[src/rtl/dp_ram_arbiter_if.sv]
// One master's request/response channel into the dual-master RAM arbiter.
// Signal suffixes are from the arbiter's point of view.
interface dp_ram_arbiter_if #(
  parameter int ADDR_WIDTH = 10,
  parameter int NUM_COL    = 4,
  parameter int COL_WIDTH  = 8,
  parameter int DATA_WIDTH = NUM_COL * COL_WIDTH
);
  logic                  req_i;
  logic                  we_i;
  logic [NUM_COL-1:0]    be_i;
  logic [ADDR_WIDTH-1:0] addr_i;
  logic [DATA_WIDTH-1:0] wdata_i;
  logic                  gnt_o;
  logic                  rvalid_o;
  logic [DATA_WIDTH-1:0] rdata_o;

  modport master (
    output req_i, we_i, be_i, addr_i, wdata_i,
    input  gnt_o, rvalid_o, rdata_o
  );

  modport slave (
    input  req_i, we_i, be_i, addr_i, wdata_i,
    output gnt_o, rvalid_o, rdata_o
  );
endinterface

[src/rtl/dp_ram_arbiter.sv]
// Two-master round-robin arbiter onto a single RAM port; clears the whole RAM
// after reset or on request before arbitration starts.
//
//   state | meaning
//   INIT  | writing zero to every address, clr_cnt walks 0..2^ADDR_WIDTH-1
//   ARB   | clear complete, masters arbitrated onto the RAM port
module dp_ram_arbiter #(
  parameter int ADDR_WIDTH = 10,
  parameter int NUM_COL    = 4,
  parameter int COL_WIDTH  = 8,
  parameter int DATA_WIDTH = NUM_COL * COL_WIDTH
) (
  input  logic                  clk,
  input  logic                  rst,
  input  logic                  init_req_i,
  output logic                  init_done_o,
  dp_ram_arbiter_if.slave       m0,
  dp_ram_arbiter_if.slave       m1,
  output logic                  ram_en_o,
  output logic                  ram_we_o,
  output logic [NUM_COL-1:0]    ram_be_o,
  output logic [ADDR_WIDTH-1:0] ram_addr_o,
  output logic [DATA_WIDTH-1:0] ram_wdata_o,
  input  logic [DATA_WIDTH-1:0] ram_rdata_i
);

  typedef enum logic {ST_INIT, ST_ARB} state_e;

  state_e                state_q, state_d;
  logic [ADDR_WIDTH-1:0] clr_cnt_q, clr_cnt_d;
  logic                  last_q, last_d;
  logic [1:0]            rvalid_q, rvalid_d;
  logic                  gnt_m0, gnt_m1;

  always_ff @(posedge clk or posedge rst) begin
    if (rst) begin
      state_q   <= ST_INIT;
      clr_cnt_q <= '0;
      last_q    <= 1'b1;
      rvalid_q  <= 2'b00;
    end else begin
      state_q   <= state_d;
      clr_cnt_q <= clr_cnt_d;
      last_q    <= last_d;
      rvalid_q  <= rvalid_d;
    end
  end

  always_comb begin
    state_d     = state_q;
    clr_cnt_d   = clr_cnt_q;
    last_d      = last_q;
    gnt_m0      = 1'b0;
    gnt_m1      = 1'b0;
    init_done_o = 1'b0;
    ram_en_o    = 1'b0;
    ram_we_o    = 1'b0;
    ram_be_o    = '0;
    ram_addr_o  = '0;
    ram_wdata_o = '0;

    unique case (state_q)
      ST_INIT: begin
        ram_en_o   = 1'b1;
        ram_we_o   = 1'b1;
        ram_be_o   = '1;
        ram_addr_o = clr_cnt_q;
        clr_cnt_d  = clr_cnt_q + ADDR_WIDTH'(1);
        if (clr_cnt_q == '1) state_d = ST_ARB;
      end
      ST_ARB: begin
        init_done_o = 1'b1;
        if (init_req_i) begin
          state_d   = ST_INIT;
          clr_cnt_d = '0;
        end else begin
          // On contention the master that did not win last time goes first.
          if (m0.req_i && (!m1.req_i || last_q)) gnt_m0 = 1'b1;
          else if (m1.req_i)                     gnt_m1 = 1'b1;

          if (gnt_m0) begin
            last_d      = 1'b0;
            ram_en_o    = 1'b1;
            ram_we_o    = m0.we_i;
            ram_be_o    = m0.we_i ? m0.be_i : '1;
            ram_addr_o  = m0.addr_i;
            ram_wdata_o = m0.wdata_i;
          end else if (gnt_m1) begin
            last_d      = 1'b1;
            ram_en_o    = 1'b1;
            ram_we_o    = m1.we_i;
            ram_be_o    = m1.we_i ? m1.be_i : '1;
            ram_addr_o  = m1.addr_i;
            ram_wdata_o = m1.wdata_i;
          end
        end
      end
      default: state_d = ST_INIT;
    endcase

    rvalid_d = {gnt_m1, gnt_m0};
  end

  assign m0.gnt_o    = gnt_m0;
  assign m1.gnt_o    = gnt_m1;
  assign m0.rvalid_o = rvalid_q[0];
  assign m1.rvalid_o = rvalid_q[1];
  assign m0.rdata_o  = rvalid_q[0] ? ram_rdata_i : '0;
  assign m1.rdata_o  = rvalid_q[1] ? ram_rdata_i : '0;

endmodule

[src/flat_wrapper.sv]
// flat-port wrapper written by rule: the top's interface ports become plain ports
module dp_ram_arbiter_flat 
#(
  parameter int ADDR_WIDTH = 10,
  parameter int NUM_COL    = 4,
  parameter int COL_WIDTH  = 8,
  parameter int DATA_WIDTH = NUM_COL * COL_WIDTH
)
  (clk, rst, init_req_i, init_done_o, ram_en_o, ram_we_o, ram_be_o, ram_addr_o, ram_wdata_o, ram_rdata_i, m0_req_i, m0_we_i, m0_be_i, m0_addr_i, m0_wdata_i, m0_gnt_o, m0_rvalid_o, m0_rdata_o, m1_req_i, m1_we_i, m1_be_i, m1_addr_i, m1_wdata_i, m1_gnt_o, m1_rvalid_o, m1_rdata_o);
  dp_ram_arbiter_if #(.ADDR_WIDTH(ADDR_WIDTH), .NUM_COL(NUM_COL), .COL_WIDTH(COL_WIDTH), .DATA_WIDTH(DATA_WIDTH)) m0_i ();
  dp_ram_arbiter_if #(.ADDR_WIDTH(ADDR_WIDTH), .NUM_COL(NUM_COL), .COL_WIDTH(COL_WIDTH), .DATA_WIDTH(DATA_WIDTH)) m1_i ();
  input  logic clk;
  input  logic rst;
  input  logic init_req_i;
  output logic init_done_o;
  output logic ram_en_o;
  output logic ram_we_o;
  output logic [NUM_COL-1:0] ram_be_o;
  output logic [ADDR_WIDTH-1:0] ram_addr_o;
  output logic [DATA_WIDTH-1:0] ram_wdata_o;
  input  logic [DATA_WIDTH-1:0] ram_rdata_i;
  input wire logic [$bits(m0_i.req_i)-1:0] m0_req_i;
  input wire logic [$bits(m0_i.we_i)-1:0] m0_we_i;
  input wire logic [$bits(m0_i.be_i)-1:0] m0_be_i;
  input wire logic [$bits(m0_i.addr_i)-1:0] m0_addr_i;
  input wire logic [$bits(m0_i.wdata_i)-1:0] m0_wdata_i;
  output wire logic [$bits(m0_i.gnt_o)-1:0] m0_gnt_o;
  output wire logic [$bits(m0_i.rvalid_o)-1:0] m0_rvalid_o;
  output wire logic [$bits(m0_i.rdata_o)-1:0] m0_rdata_o;
  input wire logic [$bits(m1_i.req_i)-1:0] m1_req_i;
  input wire logic [$bits(m1_i.we_i)-1:0] m1_we_i;
  input wire logic [$bits(m1_i.be_i)-1:0] m1_be_i;
  input wire logic [$bits(m1_i.addr_i)-1:0] m1_addr_i;
  input wire logic [$bits(m1_i.wdata_i)-1:0] m1_wdata_i;
  output wire logic [$bits(m1_i.gnt_o)-1:0] m1_gnt_o;
  output wire logic [$bits(m1_i.rvalid_o)-1:0] m1_rvalid_o;
  output wire logic [$bits(m1_i.rdata_o)-1:0] m1_rdata_o;
  assign m0_i.req_i = m0_req_i;
  assign m0_i.we_i = m0_we_i;
  assign m0_i.be_i = m0_be_i;
  assign m0_i.addr_i = m0_addr_i;
  assign m0_i.wdata_i = m0_wdata_i;
  assign m0_gnt_o = m0_i.gnt_o;
  assign m0_rvalid_o = m0_i.rvalid_o;
  assign m0_rdata_o = m0_i.rdata_o;
  assign m1_i.req_i = m1_req_i;
  assign m1_i.we_i = m1_we_i;
  assign m1_i.be_i = m1_be_i;
  assign m1_i.addr_i = m1_addr_i;
  assign m1_i.wdata_i = m1_wdata_i;
  assign m1_gnt_o = m1_i.gnt_o;
  assign m1_rvalid_o = m1_i.rvalid_o;
  assign m1_rdata_o = m1_i.rdata_o;
  dp_ram_arbiter #(.ADDR_WIDTH(ADDR_WIDTH), .NUM_COL(NUM_COL), .COL_WIDTH(COL_WIDTH), .DATA_WIDTH(DATA_WIDTH)) u_core (.clk(clk), .rst(rst), .init_req_i(init_req_i), .init_done_o(init_done_o), .m0(m0_i), .m1(m1_i), .ram_en_o(ram_en_o), .ram_we_o(ram_we_o), .ram_be_o(ram_be_o), .ram_addr_o(ram_addr_o), .ram_wdata_o(ram_wdata_o), .ram_rdata_i(ram_rdata_i));
endmodule
[config.mk]
export PLATFORM = sky130hd
export DESIGN_NAME = dp_ram_arbiter_flat
export DESIGN_NICKNAME = d
export VERILOG_FILES = /design/src/rtl/dp_ram_arbiter_if.sv /design/src/rtl/dp_ram_arbiter.sv /design/src/flat_wrapper.sv
export SDC_FILE = /design/constraint.sdc
export NUM_CORES = 1
export LEC_CHECK = 0
export ABC_AREA = 1
export CAP_MARGIN = 20
export CORE_AREA = 2 2 96 98
export CTS_CLUSTER_SIZE = 8
export DETAILED_ROUTE_END_ITERATION = 7
export DIE_AREA = 0 0 98 100
export PLACE_DENSITY = 0.71
export SYNTH_ARGS = -nofsm -noshare
export SYNTH_HDL_FRONTEND = slang
export SYNTH_SLANG_ARGS = --single-unit
[constraint.sdc]
create_clock -name clk -period 5.05 [get_ports clk]
set_clock_uncertainty 0.05 [all_clocks]
set_input_delay 1.515 -clock clk [delete_from_list [all_inputs] [get_ports clk]]
set_output_delay 1.515 -clock clk [all_outputs]
set_load 0.01 [all_outputs]
### Word-level counts from Yosys, hierarchy flattened

Cells that the tools add are included.

* add/sub/neg operators: 1
* equal/unequal tests: 2
* mux-type cells: 43
* bitwise logic cells: 2
* reductions and logical operators: 5

Operators with widths (number)
* 32-bit 2-to-1 mux: 6
* 10-bit 2-to-1 mux: 4
* 10-bit one-hot mux with 2 select lines: 2
* 1-bit 2-to-1 mux: 22
* 4-bit 2-to-1 mux: 5
* 10-bit by 1-bit adder with 10-bit output (second input constant): 1
* 10-bit == test (second input constant): 1
* 4-bit one-hot mux with 2 select lines: 1
* 1-bit one-hot mux with 2 select lines: 3
* 3-bit AND reduction: 1
* 2-bit inequality test (second input constant): 1
* 1-bit inverter: 2
* 2-bit nonzero test: 1
* 1-bit logical AND: 1
* 1-bit zero test: 1
* 1-bit logical OR: 1

* register bits: 14

### Logic depth before layout (Yosys ltp)

* word-level depth: 10
* mapped depth: 7
* gate-level depth less buffers: 7

### Worst setup path before layout

No wires, ideal clock.

* kind: input -> output
* start: input m1_req_i
* end: output ram_wdata_o[22]
* arrival: 2.228 ns
* required time: 3.485 ns
* setup slack: 1.257 ns
* stages on the path: 6
* buffers on the path: 1
* path through: nand2_1 > nand2_1 > nor2_8 > buf_4 > nand2_1 > nand2_1

* cells in the longest elaborated chain, start to end: 10
* elaborated cells between the ends (all ways): 14
* classes of those cells: 11 x mux; 3 x reduce/logical

Ends and longest elaborated chain
* from (decl): line flat_wrapper.sv:30 `input wire logic [$bits(m1_i.req_i)-1:0] m1_req_i;`
* 1-bit zero test: line dp_ram_arbiter.sv:78 `if (m0.req_i && (!m1.req_i || last_q)) gnt_m0 = 1'b1;`
* 1-bit logical OR: line dp_ram_arbiter.sv:78
* 1-bit logical AND: line dp_ram_arbiter.sv:78
* 1-bit 2-to-1 mux: line dp_ram_arbiter.sv:78
* 1-bit 2-to-1 mux: line dp_ram_arbiter.sv:73 `if (init_req_i) begin`
* 1-bit 2-to-1 mux: line dp_ram_arbiter.sv:62 `unique case (state_q)`
* 32-bit 2-to-1 mux: line dp_ram_arbiter.sv:88 `end else if (gnt_m1) begin`
* 32-bit 2-to-1 mux (*): line dp_ram_arbiter.sv:81 `if (gnt_m0) begin`
* 32-bit 2-to-1 mux (*): line dp_ram_arbiter.sv:73
* 32-bit 2-to-1 mux (*): line dp_ram_arbiter.sv:62
* to (decl): line flat_wrapper.sv:20 `output logic [DATA_WIDTH-1:0] ram_wdata_o;`

Every way passes the cells marked *; elsewhere a longest branch is shown, timed or not. The select of a mux whose other input is x is not followed.

### Final worst setup path

* start: input init_req_i
* end: output ram_wdata_o[10]

* cells in the longest elaborated chain, start to end: 2

Ends and longest elaborated chain
* from (decl): line flat_wrapper.sv:14 `input logic init_req_i;`
* 32-bit 2-to-1 mux: line dp_ram_arbiter.sv:73
* 32-bit 2-to-1 mux: line dp_ram_arbiter.sv:62

Every way passes these cells.

==> flow_metrics.tcl <==
set metrics [dict create \
    track_usage 0.181 \
    slew_violations 0 \
    grt_max_degree 34 \
    fmax_ghz 0.203 \
    crit_path_end_kind "output port" \
    numCtsBuffers 3 \
    drt_iter0_markers 99 \
    drt-total-wl_mm 9.67 \
    post-route-drc-count 0 \
    slew_headroom 0.329 \
    hold_viol_final 0 \
    synth-edff-count 0 \
    pwr-share-comb 0.529 \
    final_nets 768 \
    path_max_fanout 29 \
    gp_congestion 0.844 \
    syn_avg_cell_area_um2 4.82 \
    internal-power_mw 0.409 \
    totalPowerFinal_mw 0.629 \
    netSwitchingPower_mw 0.220 \
    synth_flop_cell "dfrtp_1" \
    ctsLongestPathBuffers 2 \
    htree_levels 1 \
    critPathKind "in2out" \
    seqPwrFrac 0.293 \
    areaGrowthSynthToFinish_pct 141 \
    ir_worst_vdd_v 0.000154 \
    synth-seq-cells 14 \
    finalCritPeriodShare 0.975 \
    cts_hold_buf 0 \
    antenna_found_initial 1 \
    die_area_mm2 0.00980 \
    setup_viol 0 \
    cts_sinks 14 \
    start_util 0.214 \
    cts_tree "built" \
    synth.net_count 526 \
    drive_gt1_frac 0.0283 \
    clkPwrFrac 0.179 \
    die_x_um 98 \
    worstHoldPathType "reg2reg" \
    synthArstFlopShare 1.00 \
    crit_required_ns 3.49 \
    firstDrtPassIters 5 \
    dpl.cell_count 740 \
    wl_per_cell_um 12.9 \
    die_h_um 100 \
    grt_pass1_vias 2969 \
    clkTransAtPathRegs_ns 0.06 \
    period_minus_slack_ns 4.92 \
    yosysSeqAreaShare 0.185 \
    io_buffers 247 \
    start_kind "primary input" \
    placementRows 35 \
    p_per_area_mw_per_mm2 138 \
    leakage_nw 2.47 \
    worstPathArrival_ns 3.36 \
    stdcell_count 747 \
    cts_root_buffer "clkbuf_8" \
    worst_pin_slew_ns 1.01 \
    grt_pass1_wl_mm 14.6 \
    core_mm2 0.00889 \
    switching_share 0.349 \
    grt_overflow 0 \
    clk_latency_ns 0.25 \
    ys_types 21 \
    yosysWarnings 0 \
    antenna_left 0 \
    fin_tns_setup_ns 0 \
    netlist_area_mm2 0.00190 \
    vias 3168 \
    cap_violations 0 \
    syn_inst 394 \
    rsz0062_at_grt "false" \
    dp_hpwl_mm 8.27 \
    status "finished clean" \
    ios 248 \
    fill_cells 872 \
    viasPerCell 4.24 \
]
-- timing repair --
action,in CTS,in global routing
setup endpoints to repair,0,41
buffers inserted,0,2
gates resized for setup,0,3
-- worst paths after layout --
check                                    start             endpoint  slack, ns  depth (start not counted)
worst max-delay path                init_req_i      ram_wdata_o[10]       0.13                          8
worst min-delay path             u_core.last_q        u_core.last_q       0.46                          2
worst max register to register  u_core.state_q   u_core.rvalid_q[0]       3.42                          5
worst min register to register   u_core.last_q        u_core.last_q       0.46                          2
max in group asynchronous                  rst  u_core.clr_cnt_q[4]       2.99                          2
min in group asynchronous                  rst       u_core.state_q       1.58                          2
-- per-layer routing --
metal | vias up | GRT usage | wire length [µm]
met5 | - | 0 | 0
met4 | 0 | 0.0214 | 98
met3 | 11 | 0.0383 | 774
met2 | 150 | 0.341 | 4990
met1 | 1386 | 0.218 | 3810
li1 | 1621 | - | -
-- critical path: stages --
cell and delay (ns):
clkdlybuf4s50_1 0.49, nor2_4 0.16, inv_2 0.09, nor2_8 0.14
buf_12 0.18, nand2_1 0.09, nand2_1 0.11, clkdlybuf4s50_1 0.56
-- registers in the layout, indices dropped and copies added (netlist names) --
signal / count
u_core.state_q: 1
u_core.last_q: 1
u_core.rvalid_q: 2
u_core.clr_cnt_q: 10
-- power groups by stage --
stage | combinational (mW) | sequential [mW] | clock, mW
after floorplan | 0.135 | 0.173 | 0
after global placement | 0.324 | 0.184 | 0
after detailed placement | 0.334 | 0.184 | 0
after CTS | 0.336 | 0.183 | 0.117
after global routing | 0.367 | 0.189 | 0.122
final | 0.333 | 0.184 | 0.112
-- synthesized netlist by cell type (all sizes together) (2+ instances only) --
| master | number | share of area |
|---|---|---|
| nand3 | 16 | 0.042 |
| dfrtp | 13 | 0.17 |
| inv | 79 | 0.16 |
| nand2 | 228 | 0.45 |
| clkbuf | 7 | 0.014 |
| o21ai | 15 | 0.039 |
| nand4 | 2 | 0.0066 |
| nor2 | 15 | 0.042 |
| a21oi | 4 | 0.011 |
| buf | 9 | 0.031 |
-- placed cells by master (no fill, tap or decap), types with 2 or more instances in the layout --
| cell type | count |
|---|---|
| clkdlybuf4s50_1 | 246 |
| nand2_1 | 227 |
| inv_1 | 76 |
| nand3_1 | 16 |
| o21ai_0 | 15 |
| nor2_1 | 13 |
| dfrtp_1 | 13 |
| a21oi_1 | 4 |
| clkbuf_8 | 4 |
| inv_2 | 3 |
| buf_12 | 3 |
| buf_4 | 3 |
| nand4_1 | 2 |
-- per-stage QoR --
step | instance area, µm² | setup slack (ns) | utilization | hold slack, ns
final | 4580 | 0.128 | 0.515 | 0.459
after global routing | 4570 | 0.0416 | 0.514 | 0.494
after CTS | 4550 | 0.0328 | 0.512 | 0.458
after detailed placement | 4490 | 0.0344 | 0.506 | 0.449
after global placement | 4490 | 0.0520 | 0.506 | 0.429
after floorplan | 1900 | 1.26 | - | 0.412
-- cells by family after synthesis --
| kind of cell | share of synthesized area |
|---|---|
| and+or+nand+nor | 0.545 |
| buffers and inverters | 0.201 |
| AOI/OAI and AO/OA | 0.0625 |
| DFF | 0.185 |
| adders and majority gates | 0.00658 |
-- cell type report --
class	count	area, µm²	share of cell area
flip-flops and latches	14	352	0.0768
clock buffers	4	55.1	0.0120
diodes	1	2.50	0.000547
inverters	79	297	0.0648
repair buffers	253	2560	0.559
well taps	111	139	0.0304
multi-input cells	285	1170	0.256
Power figures use the tool's default switching activity.
